**src/rtl/bcd_pkg.sv**
```systemverilog
// Shared BCD definitions for the serial subtractor datapath.
//   bcd_digit_t  : one packed BCD digit
//   BCD_NINE     : largest legal digit value
//   BCD_TEN      : decimal correction threshold for a 5-bit digit sum
//   nines_comp   : 9 - d for a legal digit
//   digit_valid  : 1 when d is a legal BCD digit (0..9)
//   sub_state_t  : controller states of bcd_serial_subtractor
package bcd_pkg;

    typedef logic [3:0] bcd_digit_t;

    localparam bcd_digit_t BCD_NINE = 4'd9;
    localparam logic [4:0] BCD_TEN  = 5'd10;

    typedef enum logic [1:0] {
        IDLE,
        ADD,
        NEGATE,
        DONE
    } sub_state_t;

    function automatic bcd_digit_t nines_comp(input bcd_digit_t d);
        return BCD_NINE - d;
    endfunction

    function automatic logic digit_valid(input bcd_digit_t d);
        return (d <= BCD_NINE);
    endfunction

endpackage

```
**src/rtl/bcd_digit_adder.sv**
```systemverilog
// Single-digit BCD adder with carry, purely combinational.
//   a, b : BCD digit operands (0..9)
//   cin  : carry in
//   s    : BCD sum digit
//   cout : decimal carry out (binary sum exceeded 9)
module bcd_digit_adder
    import bcd_pkg::*;
(
    input  logic [3:0] a,
    input  logic [3:0] b,
    input  logic       cin,
    output logic [3:0] s,
    output logic       cout
);

    logic [4:0] bin_sum;

    always_comb begin
        bin_sum = {1'b0, a} + {1'b0, b} + {4'b0000, cin};
        if (bin_sum >= BCD_TEN) begin
            // bin_sum is 10..19, so the low nibble plus 6 wraps to bin_sum - 10
            cout = 1'b1;
            s    = bin_sum[3:0] + 4'd6;
        end else begin
            cout = 1'b0;
            s    = bin_sum[3:0];
        end
    end

endmodule

```
**src/rtl/bcd_serial_subtractor.sv**
```systemverilog
// Digit-serial BCD subtractor: computes |A - B| one digit per clock, LSD first,
// as A + nines_comp(B) + 1, followed by a 10's-complement pass when A < B.
//   clk, rst  : rising-edge clock, synchronous active-high reset
//   start     : request, only honoured in IDLE
//   a_bcd     : minuend, digit i at [4i+3:4i], captured on accepted start
//   b_bcd     : subtrahend, same layout
//   busy      : high while the ADD or NEGATE pass is running
//   done      : one-cycle completion pulse; results valid from this cycle
//   diff_bcd  : magnitude of A - B
//   negative  : A < B
//   invalid   : a captured digit of A or B was greater than 9
module bcd_serial_subtractor
    import bcd_pkg::*;
#(
    parameter int NDIGITS = 4
) (
    input  logic                   clk,
    input  logic                   rst,
    input  logic                   start,
    input  logic [4*NDIGITS-1:0]   a_bcd,
    input  logic [4*NDIGITS-1:0]   b_bcd,
    output logic                   busy,
    output logic                   done,
    output logic [4*NDIGITS-1:0]   diff_bcd,
    output logic                   negative,
    output logic                   invalid
);

    localparam int IDX_W = (NDIGITS > 1) ? $clog2(NDIGITS) : 1;
    localparam logic [IDX_W-1:0] LAST_IDX = IDX_W'(NDIGITS - 1);

    sub_state_t            state;
    logic [IDX_W-1:0]      idx;
    logic                  carry;
    logic [4*NDIGITS-1:0]  a_reg;
    logic [4*NDIGITS-1:0]  b_reg;
    logic [4*NDIGITS-1:0]  r_reg;
    logic [4*NDIGITS-1:0]  r_next;
    logic                  any_bad;

    bcd_digit_t add_a;
    bcd_digit_t add_b;
    bcd_digit_t add_s;
    logic       add_cout;

    always_comb begin
        any_bad = 1'b0;
        for (int unsigned i = 0; i < NDIGITS; i++) begin
            if (!digit_valid(a_bcd[4*i +: 4]) || !digit_valid(b_bcd[4*i +: 4]))
                any_bad = 1'b1;
        end
    end

    // One adder serves both passes: ADD feeds A[i] + 9's(B[i]),
    // NEGATE feeds 9's(r[i]) + 0; the pass carry provides the +1.
    always_comb begin
        if (state == NEGATE) begin
            add_a = nines_comp(r_reg[4*idx +: 4]);
            add_b = '0;
        end else begin
            add_a = a_reg[4*idx +: 4];
            add_b = nines_comp(b_reg[4*idx +: 4]);
        end
    end

    bcd_digit_adder u_digit_adder (
        .a    (add_a),
        .b    (add_b),
        .cin  (carry),
        .s    (add_s),
        .cout (add_cout)
    );

    always_comb begin
        r_next               = r_reg;
        r_next[4*idx +: 4]   = add_s;
    end

    assign busy = (state == ADD) || (state == NEGATE);
    assign done = (state == DONE);

    // diff_bcd is loaded on the edge that enters DONE, so it is valid
    // together with the done pulse and is never exposed mid-operation.
    always_ff @(posedge clk) begin
        if (rst) begin
            state    <= IDLE;
            idx      <= '0;
            carry    <= 1'b0;
            a_reg    <= '0;
            b_reg    <= '0;
            r_reg    <= '0;
            diff_bcd <= '0;
            negative <= 1'b0;
            invalid  <= 1'b0;
        end else begin
            case (state)
                IDLE: begin
                    if (start) begin
                        a_reg    <= a_bcd;
                        b_reg    <= b_bcd;
                        negative <= 1'b0;
                        if (any_bad) begin
                            invalid  <= 1'b1;
                            diff_bcd <= '0;
                            state    <= DONE;
                        end else begin
                            invalid <= 1'b0;
                            idx     <= '0;
                            carry   <= 1'b1;
                            state   <= ADD;
                        end
                    end
                end
                ADD: begin
                    r_reg <= r_next;
                    if (idx == LAST_IDX) begin
                        if (add_cout) begin
                            diff_bcd <= r_next;
                            state    <= DONE;
                        end else begin
                            idx      <= '0;
                            carry    <= 1'b1;
                            negative <= 1'b1;
                            state    <= NEGATE;
                        end
                    end else begin
                        idx   <= idx + 1'b1;
                        carry <= add_cout;
                    end
                end
                NEGATE: begin
                    r_reg <= r_next;
                    if (idx == LAST_IDX) begin
                        diff_bcd <= r_next;
                        state    <= DONE;
                    end else begin
                        idx   <= idx + 1'b1;
                        carry <= add_cout;
                    end
                end
                DONE: begin
                    state <= IDLE;
                end
                default: begin
                    state <= IDLE;
                end
            endcase
        end
    end

endmodule

```
**config.mk**
```make
export PLATFORM = sky130hd
export DESIGN_NAME = bcd_serial_subtractor
export DESIGN_NICKNAME = d
export VERILOG_FILES = /design/src/rtl/bcd_pkg.sv /design/src/rtl/bcd_digit_adder.sv /design/src/rtl/bcd_serial_subtractor.sv
export SDC_FILE = /design/constraint.sdc
export NUM_CORES = 1
export LEC_CHECK = 0
export ABC_AREA = 1
export BUFFER_PORTS_ARGS = -buffer_cell sky130_fd_sc_hd__buf_2
export CORE_ASPECT_RATIO = 1.75
export CORE_UTILIZATION = 55
export DETAILED_ROUTE_END_ITERATION = 16
export PLACE_DENSITY = 0.74
export SLEW_MARGIN = 30
export SYNTH_ARGS = -nofsm -noshare
export SYNTH_HDL_FRONTEND = slang
export SYNTH_SLANG_ARGS = --single-unit
```
**constraint.sdc**
```tcl
create_clock -name clk -period 4.7 [get_ports clk]
set_input_delay 0.47 -clock clk [delete_from_list [all_inputs] [get_ports clk]]
set_output_delay 0.47 -clock clk [all_outputs]
set_load 0.05 [all_outputs]
```
## Word-level counts from Yosys, hierarchy flattened

Cells that the tools add are included.

- Bits in registers: 71
- Bits of input ports: 35
- Logic and storage cells: 102

- $add $sub $neg: 7
- Magnitude comparators: 9
- Equal/unequal tests: 13
- Shift-type cells: 5
- Muxes and demuxes: 37
- Reduce and logical (&&, ||, !) cells: 22

Operators by type and width:

| kind | number |
|---|---|
| 16-bit 2-to-1 mux | 5 |
| 16-bit one-hot mux with 3 select lines | 1 |
| 16-bit by 5-bit variable part select with 4-bit output | 3 |
| 4-bit negation with 34-bit output | 1 |
| 4-bit by 34-bit variable shift with 16-bit output (first input constant) | 1 |
| 4-bit by 34-bit variable part select with 16-bit output | 1 |
| 4-bit <= comparator (second input constant) | 8 |
| 2-bit 2-to-1 mux | 9 |
| 16-bit bitwise mux | 1 |
| 1-bit 2-to-1 mux | 14 |
| 4-bit 2-to-1 mux | 3 |
| 2-bit != test (second input constant) | 6 |
| 1-bit zero test | 8 |
| 2-bit one-hot mux with 4 select lines | 1 |
| 4-bit subtractor (first input constant) | 2 |
| 2-bit equality test (second input constant) | 3 |
| 2-bit one-hot mux with 3 select lines | 1 |
| 6-bit AND reduction | 1 |
| 4-bit by 4-bit adder with 5-bit output | 1 |
| 5-bit by 1-bit adder with 5-bit output | 1 |
| 5-bit by 4-bit greater-or-equal comparator with 1-bit output (second input constant) | 1 |
| 1-bit logical OR | 5 |
| 5-bit AND reduction | 1 |
| 4-bit by 3-bit adder with 4-bit output (second input constant) | 1 |
| 13 further kinds | 14 |

## Logic depth before layout (Yosys ltp)

- Depth in word-level cells: 12
- Mapped depth: 23
- Gate-level depth less buffers: 21

## Cells and area by module

From an unflattened synthesis, not the netlist that was laid out.

- Cells, all modules: 565
- Area, all modules: 3,831.2 um^2

Modules (own cells, without submodules):

| module | instances | cells an instance | area each (um^2) | sequential area each (um^2) |
|---|---|---|---|---|
| bcd_serial_subtractor | 1 | 520 | 3,560.9 | 1,421.4 |
| bcd_digit_adder | 1 | 45 | 270.3 | 0.0 |

## Worst setup path before layout

No wires, ideal clock.

- Path kind: register to register
- Start point: register idx[0]
- End point: register diff_bcd[0]
- Library setup time: 131 ps
- Arrival time: 3,225 ps
- Required time: 4,569 ps
- Slack: 1,344 ps
- Cell stages (with the launch flop): 19
- Buffers on the path: 3
- Cell sequence: dfxtp_1 > clkbuf_1 > clkbuf_1 > nor2_1 > o311ai_0 > fa_1 > inv_1 > fa_1 > inv_1 > ha_1 > nand2_1 > nand3_2 > nand2_4 > nor2_2 > nor3_4 > buf_6 > inv_2 > nand2_1 > a21oi_2

- Cells in the longest elaborated chain, start to end: 12

RTL lines:

| what | line | text |
|---|---|---|
| start, declared | bcd_serial_subtractor.sv:33 | `logic [IDX_W-1:0] idx;` |
| start signal, assigned | bcd_serial_subtractor.sv:127 | `idx <= idx + 1'b1;` |
| start signal, assigned | bcd_serial_subtractor.sv:137 | `idx <= idx + 1'b1;` |
| 16-bit by 5-bit variable part select with 4-bit output (on tied branches) | bcd_serial_subtractor.sv:58, bcd_serial_subtractor.sv:62 |  |
| 4-bit subtractor | bcd_pkg.sv:23 | `return BCD_NINE - d;` |
| 4-bit 2-to-1 mux | bcd_serial_subtractor.sv:57 | `if (state == NEGATE) begin` |
| 4-bit by 4-bit adder with 5-bit output | bcd_digit_adder.sv:19 | `bin_sum = {1'b0, a} + {1'b0, b} + {4'b0000, cin};` |
| 5-bit by 1-bit adder with 5-bit output | bcd_digit_adder.sv:19 |  |
| 4-bit by 3-bit adder with 4-bit output / 5-bit by 4-bit greater-or-equal comparator with 1-bit output (equally long branches) | bcd_digit_adder.sv:23, bcd_digit_adder.sv:20 |  |
| 4-bit 2-to-1 mux | bcd_digit_adder.sv:20 | `if (bin_sum >= BCD_TEN) begin` |
| 4-bit by 34-bit variable part select with 16-bit output | bcd_serial_subtractor.sv:76 | `r_next[4*idx +: 4] = add_s;` |
| 16-bit bitwise mux | bcd_serial_subtractor.sv:76 |  |
| 16-bit 2-to-1 mux | bcd_serial_subtractor.sv:117 | `if (add_cout) begin` |
| 16-bit 2-to-1 mux | bcd_serial_subtractor.sv:116 | `if (idx == LAST_IDX) begin` |
| 16-bit one-hot mux with 3 select lines | bcd_serial_subtractor.sv:96 | `case (state)` |
| end signal, assigned | bcd_serial_subtractor.sv:118 | `diff_bcd <= r_next;` |
| end signal, assigned | bcd_serial_subtractor.sv:134 | `diff_bcd <= r_next;` |
| end, declared | bcd_serial_subtractor.sv:24 | `output logic [4*NDIGITS-1:0] diff_bcd,` |

Several ways; a longest one is shown, not always the timed one. The select of a mux whose other input is x is not followed.
A chain may end at the register's enable or synchronous reset.

## Worst setup path after layout

- Start point: register idx[1]
- End point: register diff_bcd[0]

The elaborated chain is that of the path after synthesis.

==> metrics <==
type of the worst setup path=flop to flop; measured slew at the worst slew-check pin=0.872 ns; Fill cells=606; Syn Inst Count=539; metal2 WL=5700 um; post-DP HPWL=7750 um; routed wl met3=269 um; Root Driver=clkbuf_16; RSZ-0062 raised after global routing=false; Die ar.=7220 sq um; Yosys top cell area share=37.6%; CTS tree=built; type of destination of the critical path=flop; CTS H-tree lvls=3; crit path DAT=4.28 ns; distinct cell type count after synthesis=36; DR DRC count=0; via count=3671; CP Max Fanout=30; Nets=634; syn_nets=592; chip height=112 um; DR pass1 iterations=6; port bufs=54; crit path from=idx[1]; Multi-input gate area=2040 sq um; grt ovf=0; initial cell density of the core=57.3%; Detail Route Antenna Nets=0; GPL Wtd Cong=0.971; skew final=0.00348 ns; post-synthesis register bit count=71; initial drt markers=228; Req. time, crit path=4.90 ns; met1 wire length=3660 um; Seq/Total Area, Yosys=37.6%; drt via density=5.50; Post-synth EDFFs=0; share of cells above drive strength 1=17.1%; MaxCap Viol Count=0; Max Freq=0.245 GHz; post-CTS setup buffers=0; WL/cell=15.1 um; die span in x=64.6 um; Area contributors post-synth=dfxtp_1 38%, o21ai_0 9.4%, nand2_1 9.2%, nor2_1 9.1%, ha_1 5.3%; Max Slew Vio Count=0; syn avg cell area=7.01 sq um; Synth Warn #=0; most common cell in the netlist=nand2_1; Reg clk slew, reported paths=0.05 ns; top cell type by total area after synthesis=dfxtp_1; Worst R2R Start=idx[1]; Core Rows=39; largest net degree at the start of global routing=35; flop-to-flop setup slack=0.62 ns; Worst slew margin=41.7%; Clock Tree Buf Depth=2; Syn Std Cell Area=3780 sq um; post-route minimum period=4.08 ns; Overall Global Routing Usage=29.9%; WHS=0.385 ns; Clock Latency Late Sink=0.33 ns; R2R cell count=18; Placed Cells incl. Taps=652; Post-synth top cells=93 x nand2_1, 92 x nor2_1, 71 x dfxtp_1, 71 x o21ai_0, 44 x inv_1; prevailing post-synth register cell=dfxtp_1; CP endpoint=diff_bcd[0]; status=complete, no violations; number of global-route vias before repair=3441; number of gates resized after cts=0; crit share post-route=86.8%; final cell count without fillers=668; final WL=10100 um; Critical Path Start Type=flop; Top Layer Used=met4; Num CTS Buffers=9; wire length of the first global-routing pass=16200 um; async set or reset register ratio after synthesis=0%; initial antenna violation count=0; area grow syn2layout=15.3%; diode count=0; final setup violating endpoints=0; Ports=55; Hold Vio Cnt, Final=0; register area=1420 sq um; CTS sink cnt=71; hold_buf cts=0; Core ar.=6590 sq um; RR Endpoint=diff_bcd[0]; Setup TNS Final=0 ns; Tightest Hold Check Type=primary input to flop
logic make-up (layout without fill, tap and decap cells):
kind of cell,after synthesis,count (layout),synth area share [%]
and+or+nand+nor,218,218,24.3
AOI/OAI and AO/OA,154,154,23.2
buffers and inverters,77,124,8.25
DFF,71,71,37.6
adders and majority gates,18,18,6.36
xor gates and xnor gates,1,1,0.232
cell type report:
| type | instances | share of cell area (%) |
|---|---|---|
| Multi-Input combinational cell | 391 | 46.9 |
| Clock buffer | 12 | 5.66 |
| Inverter | 48 | 4.14 |
| Sequential cell | 71 | 32.6 |
| Clock inverter | 4 | 1.03 |
| Tap cell | 82 | 2.36 |
| Timing Repair Buffer | 60 | 7.24 |
critical path: stages, from the launching register on:
cell and delay [ns]:
dfxtp_1 0.58, clkinv_1 0.56, a21oi_1 0.28, a21oi_1 0.09, a32oi_1 0.22, fa_1 0.20, inv_1 0.06, fa_1 0.54
inv_1 0.07, ha_1 0.21, nand2_1 0.10, nand3_2 0.11, nand2_4 0.11, nor2_2 0.05, nor3_4 0.14, buf_4 0.37
inv_2 0.08, nand2_1 0.10, a21oi_2 0.06
worst min path at each step:
stage,from,endpoint,cells past startpoint,slack (ns)
floorplan,r_reg[10],r_reg[10],2,0.45
global placement,r_reg[9],r_reg[9],2,0.45
detailed placement,r_reg[3],r_reg[3],2,0.46
CTS,b_bcd[12],b_reg[12],3,0.38
global route,b_bcd[12],b_reg[12],3,0.41
finish,b_bcd[12],b_reg[12],3,0.39
cells in the final DEF, fill, tap and decap left out, drive strengths merged:
cell type / n
a21oi: 53
nand3: 14
clkinv: 5
fa: 2
buf: 60
nor3b: 1
a32oi: 1
inv: 46
clkbuf: 12
xnor2: 1
ha: 16
o22ai: 3
nand2: 95
o21ai: 86
bufinv: 1
o211ai: 3
o21bai: 2
o311ai: 1
nand3b: 2
nand4: 8
a32o: 3
dfxtp: 71
a2111oi: 1
nor2: 94
o221ai: 1
nor3: 4
per-layer routing:
metal / up-vias / global-route usage [%]
li1: 1867 / -
met1: 1700 / 28.3
met2: 78 / 57.8
met3: 26 / 4.71
met4: 0 / 17.3
met5: - / 0
per-stage QoR:
step	worst slack (ns)	utilization (%)	area, sq um
finish	0.621	66.1	4360
global route	0.243	66.1	4360
floorplan	1.34	-	3780
detailed placement	0.685	61.7	4060
global placement	0.865	61.7	4060
CTS	0.685	66.1	4360
Power is left out: the tool's default activity adds up to more than one toggle a clock period on the data nets, which glitch-free logic cannot reach.
